<file path="src/rtl/register_file_p.sv">
// Parametrised register file: two registered read ports, one write port with
// same-cycle bypass, optional hardwired r0, and a sequential bulk-clear engine.
module register_file_p #(
    parameter int DATA_W   = 32,
    parameter int ADDR_W   = 5,
    parameter int ZERO_REG = 1
) (
    input  logic              Clock,
    input  logic              Reset,
    input  logic              RegWrite,
    input  logic [ADDR_W-1:0] Write_Register,
    input  logic [DATA_W-1:0] Write_Data,
    input  logic [ADDR_W-1:0] Read_Register1,
    input  logic [ADDR_W-1:0] Read_Register2,
    output logic [DATA_W-1:0] Read_Data1,
    output logic [DATA_W-1:0] Read_Data2,
    input  logic              Clear,
    output logic              Busy
);

    localparam int DEPTH   = 2 ** ADDR_W;
    localparam bit ZERO_EN = (ZERO_REG != 0);

    typedef enum logic {
        IDLE,
        CLEAR
    } state_t;

    state_t            state;
    state_t            state_next;
    logic [ADDR_W-1:0] clear_idx;
    logic [DATA_W-1:0] regs [DEPTH];
    logic              write_en;
    logic              clear_last;
    logic [DATA_W-1:0] read_next1;
    logic [DATA_W-1:0] read_next2;

    assign Busy       = (state == CLEAR);
    assign clear_last = (clear_idx == ADDR_W'(DEPTH - 1));

    // A write only lands while idle and never when a clear is being launched.
    assign write_en = RegWrite && (state == IDLE) && !Clear &&
                      !(ZERO_EN && (Write_Register == '0));

    always_comb begin
        state_next = state;
        case (state)
            IDLE:    if (Clear)      state_next = CLEAR;
            CLEAR:   if (clear_last) state_next = IDLE;
            default: state_next = IDLE;
        endcase
    end

    always_comb begin
        read_next1 = regs[Read_Register1];
        read_next2 = regs[Read_Register2];
        if (Busy || (ZERO_EN && (Read_Register1 == '0)))
            read_next1 = '0;
        else if (write_en && (Read_Register1 == Write_Register))
            read_next1 = Write_Data;
        if (Busy || (ZERO_EN && (Read_Register2 == '0)))
            read_next2 = '0;
        else if (write_en && (Read_Register2 == Write_Register))
            read_next2 = Write_Data;
    end

    always_ff @(posedge Clock or posedge Reset) begin
        if (Reset) begin
            for (int i = 0; i < DEPTH; i++)
                regs[i] <= '0;
            state      <= IDLE;
            clear_idx  <= '0;
            Read_Data1 <= '0;
            Read_Data2 <= '0;
        end else begin
            state      <= state_next;
            Read_Data1 <= read_next1;
            Read_Data2 <= read_next2;
            if ((state == IDLE) && Clear) begin
                clear_idx <= '0;
            end else if (state == CLEAR) begin
                regs[clear_idx] <= '0;
                clear_idx       <= clear_idx + ADDR_W'(1);
            end
            if (write_en)
                regs[Write_Register] <= Write_Data;
        end
    end

endmodule

</file>
<file path="config.mk">
export PLATFORM = sky130hd
export DESIGN_NAME = register_file_p
export DESIGN_NICKNAME = d
export VERILOG_FILES = /design/src/rtl/register_file_p.sv
export SDC_FILE = /design/constraint.sdc
export NUM_CORES = 2
export LEC_CHECK = 0
export CAP_MARGIN = 20
export CORE_MARGIN = 3
export CORE_UTILIZATION = 30
export CTS_CLUSTER_DIAMETER = 120
export DETAILED_ROUTE_END_ITERATION = 6
export GPL_TIMING_DRIVEN = 0
export PLACE_DENSITY = 0.48
export SYNTH_ARGS = -nofsm -noshare
export SYNTH_HDL_FRONTEND = slang
export SYNTH_SLANG_ARGS = --single-unit
</file>
<file path="constraint.sdc">
create_clock -name Clock -period 52.9 [get_ports Clock]
set_clock_uncertainty 0.15 [all_clocks]
set_input_delay 15.87 -clock Clock [delete_from_list [all_inputs] [get_ports Clock]]
set_output_delay 15.87 -clock Clock [all_outputs]
set_load 0.05 [all_outputs]
</file>
Word level (Yosys, flattened, before mapping)
Index checks and enable logic that the tools add are counted.

Flip-flop bits (word level): 1094. Latch bits: 0. Bits in writable memories: 0. Memory bits (read-only): 0. Input bits: 51. Output and inout port bits: 65. Logic and storage cells: 92. Memories kept: 0.

$add $sub $neg: 1. Multiply operators: 0. Div/mod/pow operators: 0. $lt $le $gt $ge: 6. Eq/ne operators: 3. Shift-type cells: 0. Muxes and demuxes: 23. Bitwise gates (word level): 7. Reductions and logical operators: 16.

Operators with widths (number): 1024-bit two-way mux (3); 1024-bit bitwise AND (1); 1024-bit bitwise mux (1); 1024-bit NOT (1); 32-bit binary-select mux with 5-bit select (2); 32-bit demux with 5-bit select (2); 32-bit two-way mux (10); 6-bit >= comparator (second input constant) (4); 5-bit NOT with 6-bit output (4); 5-bit logical NOT (3); 6-bit by 1-bit < comparator with 1-bit output (second input constant) (2); 5-bit equality test (2); 5-bit two-way mux (2); 1-bit logical AND (8); 5-bit by 1-bit adder with 5-bit output (second input constant) (1); 5-bit equality test (second input constant) (1); 1-bit logical NOT (2); 1-bit logical OR (2); 1-bit two-way mux (2); 1-bit one-hot mux with 2 select lines (1); 2-bit nonzero test (1); 1-bit NOT (1).

Logic depth before layout (Yosys ltp)
Word-level depth: 11. Gate-level depth with buffers: 9. Depth with buffers taken out: 6.

Worst setup path after synthesis
No wires, ideal clock.

Path kind: in2reg. Start: input port Read_Register2[0]. End: register Read_Data2[31]. Library setup time: 0.126 ns. Data arrival time: 17.669 ns. Required time: 52.624 ns. Slack: 34.954 ns. Cell stages on the path: 6. Path buffers: 2. Path through: buf_2 > clkbuf_1 > mux4_2 > a22oi_1 > a21oi_1 > a311o_1.

Longest elaborated chain between the ends: 6. Elaborated cells between the ends (all ways): 10. Those cells by class: eq/ne: 1; mux: 5; bitwise: 1; reduce/logical: 3.

RTL lines: start: declaration (line 14) `input logic [ADDR_W-1:0] Read_Register2,`; 5-bit NOT with 6-bit output (implied by the code) (line 56) `read_next2 = regs[Read_Register2];`; 32-bit binary-select mux with 5-bit select (line 56); 32-bit two-way mux (implied by the code) (2 in a row) (line 56); 32-bit two-way mux (line 63) `else if (write_en && (Read_Register2 == Write_Register))`; 32-bit two-way mux (*) (line 61) `if (Busy || (ZERO_EN && (Read_Register2 == '0)))`; net read_next2[31] (line 36) `logic [DATA_W-1:0] read_next2;`; end signal: assignment (line 78) `Read_Data2 <= read_next2;`; end: declaration (line 16) `output logic [DATA_W-1:0] Read_Data2,`.

The timed path passes the listed nets; every way through them passes the cells marked *. The select of a mux whose other input is x is not followed. A chain may end at the register's enable or synchronous reset.

Worst setup path after layout
Start: input port Read_Register2[4]. End: register Read_Data2[8].

Same word-level chain as after synthesis.

==> insert_results.sql <==
INSERT INTO impl_metrics (metric_group, metric, value, unit) VALUES
('critical_path', 'cp.arrival', '20.96', 'ns'),
('floorplan', 'fp.dieH', '450', 'um'),
('detailed_routing', 'avgRoutedWirePerCell', '35.7', 'um'),
('sta', 'relSlewSlack', '0.708', '%'),
('yosys', 'mappedNetlistArea', '0.0591', 'mm^2'),
('yosys', 'syn_nets', '6191', ''),
('global_route', 'first_global_vias', '51300', ''),
('clock_network', 'worstSkewPairLatency', '0.79', 'ns'),
('clock_network', 'post_cts_hold_buffer_count', '0', ''),
('critical_path', 'rrSetupSlack', '49.16', 'ns'),
('detailed_routing', 'route.antenna.remaining_nets', '0', ''),
('detailed_routing', 'overall_via_count_from_detail_route', '54600', ''),
('sta', 'timing.fmax', '48.9', 'MHz'),
('detailed_routing', '1st_pass_router_iterations', '7', ''),
('critical_path', 'critical_path.endpoint_type', 'flip-flop', ''),
('place', 'dp_hpwl', '248000', 'um'),
('sta', 'final.setup.tns', '0', 'ns'),
('critical_path', 'worst-setup-path-type', 'input pin to flip-flop', ''),
('critical_path', 'crit_path_max_fanout', '10', ''),
('layout', 'postLayoutCoreUtil', '35.1', '%'),
('detailed_routing', 'wl', '326000', 'um'),
('run_status', 'result_of_the_run', 'finished, violations left', ''),
('global_route', 'grt_start_max_net_pins', '121', ''),
('detailed_routing', 'route.detailed.drc', '1', ''),
('floorplan', 'placement_rows', '162', ''),
('sta', 'max_slew.worst_pin.slew', '1.49', 'ns'),
('sta', 'period_needed', '20.45', 'ns'),
('clock_network', 'cts-htree-levels', '4', ''),
('yosys', 'postSynthCellCount', '6135', ''),
('floorplan', 'die_area', '0.202', 'mm^2'),
('floorplan', 'die_w', '450', 'um'),
('sta', 'timing_hold_violations_final', '0', ''),
('critical_path', 'worstPathRequired', '53.42', 'ns'),
('floorplan', 'design.core.area', '0.195', 'mm^2'),
('power', 'post-layout-total-power', '2860', 'uW'),
('power', 'worst_ir_drop_vdd', '0.0329', 'mV'),
('layout', 'drive_above_1_share', '11.5', '%'),
('critical_path', 'critPathLaunchType', 'input pin', ''),
('yosys', 'synth_area_leaders', 'sky130_fd_sc_hd__dfrtp_1 (46%), sky130_fd_sc_hd__mux4_2 (15%), sky130_fd_sc_hd__nand2_1 (13%)', ''),
('clock_network', 'cts.sinks', '1094', ''),
('global_route', 'grt_first_pass_wirelength', '441000', 'um'),
('sta', 'timing_max_transition_violations_final', '0', ''),
('yosys', 'yosys_warnings', '0', ''),
('layout', 'n_fill_cell', '20000', ''),
('yosys', 'most_frequently_used_cell_type_in_the_post_synthesis_netlist', 'sky130_fd_sc_hd__nand2_1', ''),
('global_route', 'global_route.overflow_total', '0', ''),
('floorplan', 'floorplan.initialDensity', '30.2', '%'),
('global_route', 'grt_antenna_before_repair', '22', ''),
('yosys', 'synth.lib_cells_used.distinct', '42', ''),
('hold_path', 'hold_path.class', 'flip-flop to flip-flop', ''),
('power', 'p_leak', '0.0283', 'uW'),
('yosys', 'synthDominantCellAreaShare', '46.3', '%'),
('clock_network', 'cts_max_path_buffers', '3', ''),
('clock_network', 'post_cts_buffers', '0', ''),
('global_route', 'globalRouteTotalUtil', '31.4', '%'),
('power', 'power_density', '41.7', 'mW/mm^2'),
('place', 'gp_congestion', '1.10', ''),
('yosys', 'share_of_the_yosys_chip_area_belonging_to_registers', '46.3', '%'),
('yosys', 'avgSynthCellArea', '9.63', 'um^2'),
('sta', 'rsz0062_at_grt', 'false', ''),
('place', 'io_buffer_count', '75', ''),
('clock_network', 'clk_transition_reported_paths', '0.06', 'ns'),
('detailed_routing', '1st_iter_drt_viols', '8493', ''),
('layout', 'design.final.nets', '6459', ''),
('detailed_routing', 'route.detailed.vias_per_inst', '5.98', ''),
('yosys', 'yosys-top-cells-count', 'sky130_fd_sc_hd__nand2_1 (2021), sky130_fd_sc_hd__dfrtp_1 (1094), sky130_fd_sc_hd__o21ai_0 (802)', ''),
('yosys', 'post_synth_edffs', '0', ''),
('yosys', 'synth_top_flop_cell', 'sky130_fd_sc_hd__dfrtp_1', ''),
('clock_network', 'cts_resized', '0', ''),
('run_status', 'violated_checks', 'design-rule violations', ''),
('clock_network', 'cts_tree', 'built', ''),
('sta', 'post-route-period-util', '38.7', '%'),
('yosys', 'synthArstFlopShare', '100', '%'),
('floorplan', 'ioPinCount', '116', ''),
('yosys', 'ys_ff_latch', '1094', ''),
('layout', 'syn2layout_area_growth', '16.1', '%'),
('yosys', 'dominant_cell_type_by_area_after_synthesis', 'sky130_fd_sc_hd__dfrtp_1', ''),
('clock_network', 'numCtsBuffers', '131', ''),
('sta', 'setup_violating_endpoint_count_in_the_final_report', '0', ''),
('job', 'max_capacitance_violation_total', '0', ''),
('clock_network', 'cts_root_buf', 'sky130_fd_sc_hd__clkbuf_16', '');
-- layout by cell type, fill, tap and decap left out, drive strengths merged, types with 4 or more instances in the layout --
master,synthesis,routed
diode,0,9
a22oi,192,192
nand3b,4,4
o21bai,65,65
a21oi,129,129
nand2b,4,4
clkinvlp,0,4
mux4,384,384
bufinv,0,10
dfrtp,1094,1094
nor3,13,13
nor2b,8,8
mux2i,257,257
and3,5,5
a221oi,128,128
clkdlybuf4s50,0,75
clkinv,1,30
ha,5,5
xnor2,10,10
nor2,35,35
nand2,2021,2021
buf,107,164
clkbuf,540,731
or3,4,4
and2,38,38
inv,6,11
a311o,64,64
o21ai,802,802
nand3,202,202
-- metal layers --
metal  track usage, %  vias to the layer above  part of all wire (%)
li1                 -                    22200                     -
met1             40.8                    28100                    39
met2             46.0                     3532                    43
met3             7.05                      782                   9.7
met4             22.7                        4                   8.8
met5                0                        -                0.0083
-- critical path, stage by stage --
cell,delay [ns]
sky130_fd_sc_hd__clkdlybuf4s50_1,0.69
sky130_fd_sc_hd__clkbuf_1,0.92
sky130_fd_sc_hd__inv_1,0.60
sky130_fd_sc_hd__clkbuf_1,0.49
sky130_fd_sc_hd__a221oi_1,1.08
sky130_fd_sc_hd__a22oi_1,0.16
sky130_fd_sc_hd__a21oi_1,0.68
sky130_fd_sc_hd__a311o_1,0.43
-- state kept, by name, summed over array words and instances (netlist names) --
register    flops
regs         1024
Read_Data1     32
Read_Data2     32
clear_idx       5
Busy            1
-- area by class of cell --
class                           instances  area [um^2]  share of cell area (%)
Tap cell                             2624         3280                    4.79
Inverter                                7         33.8                  0.0492
Timing Repair Buffer                  135         1700                    2.47
Buffer                                647         2530                    3.68
Sequential cell                      1094        27400                    39.9
Clock inverter                         48          594                   0.866
Clock buffer                          188         3900                    5.68
Multi-Input combinational cell       4387        29200                    42.5
Antenna cell                            9         22.5                  0.0328
-- where the power goes --
| group | internal [uW] | switching (uW) |
|---|---|---|
| logic | 242 | 470 |
| clock network | 564 | 404 |
| registers | 1010 | 168 |
| total | 1820 | 1040 |
-- path summary, 6_finish.rpt --
path / from / to / cells after the start
worst min-delay path: regs[1018] / regs[1018] / 1
min in group asynchronous: Reset / Read_Data2[4] / 3
worst min register to register: regs[1018] / regs[1018] / 1
worst max-delay path: Read_Register2[4] / Read_Data2[8] / 8
max in group asynchronous: Reset / regs[238] / 7
worst max register to register: Busy / regs[217] / 6
-- metrics by stage --
stage / setup slack [ns] / cells / cell area (um^2) / hold slack [ns]
global placement: -9.46 / 8834 / 63100 / 0.331
CTS: 32.92 / 9120 / 68500 / 0.361
floorplan: 6.08 / 6135 / 59100 / 0.317
finish: 32.45 / 9139 / 68600 / 0.360
global route: 32.76 / 9135 / 68600 / 0.374
detailed placement: 32.09 / 8884 / 64000 / 0.343
-- cells by family (layout without fill, tap and decap cells) --
logic type	count (synthesis)	after routing	synth area share [%]
adders and majority gates	5	5	0.106
AOI/OAI and AO/OA	1388	1388	14.4
xor gates and xnor gates	11	11	0.163
muxes	641	641	19.0
buffers and inverters	654	1025	4.32
and+or+nand+nor	2342	2342	15.7
DFF	1094	1094	46.3
other	0	9	0
(Power assumes the default switching activity.)
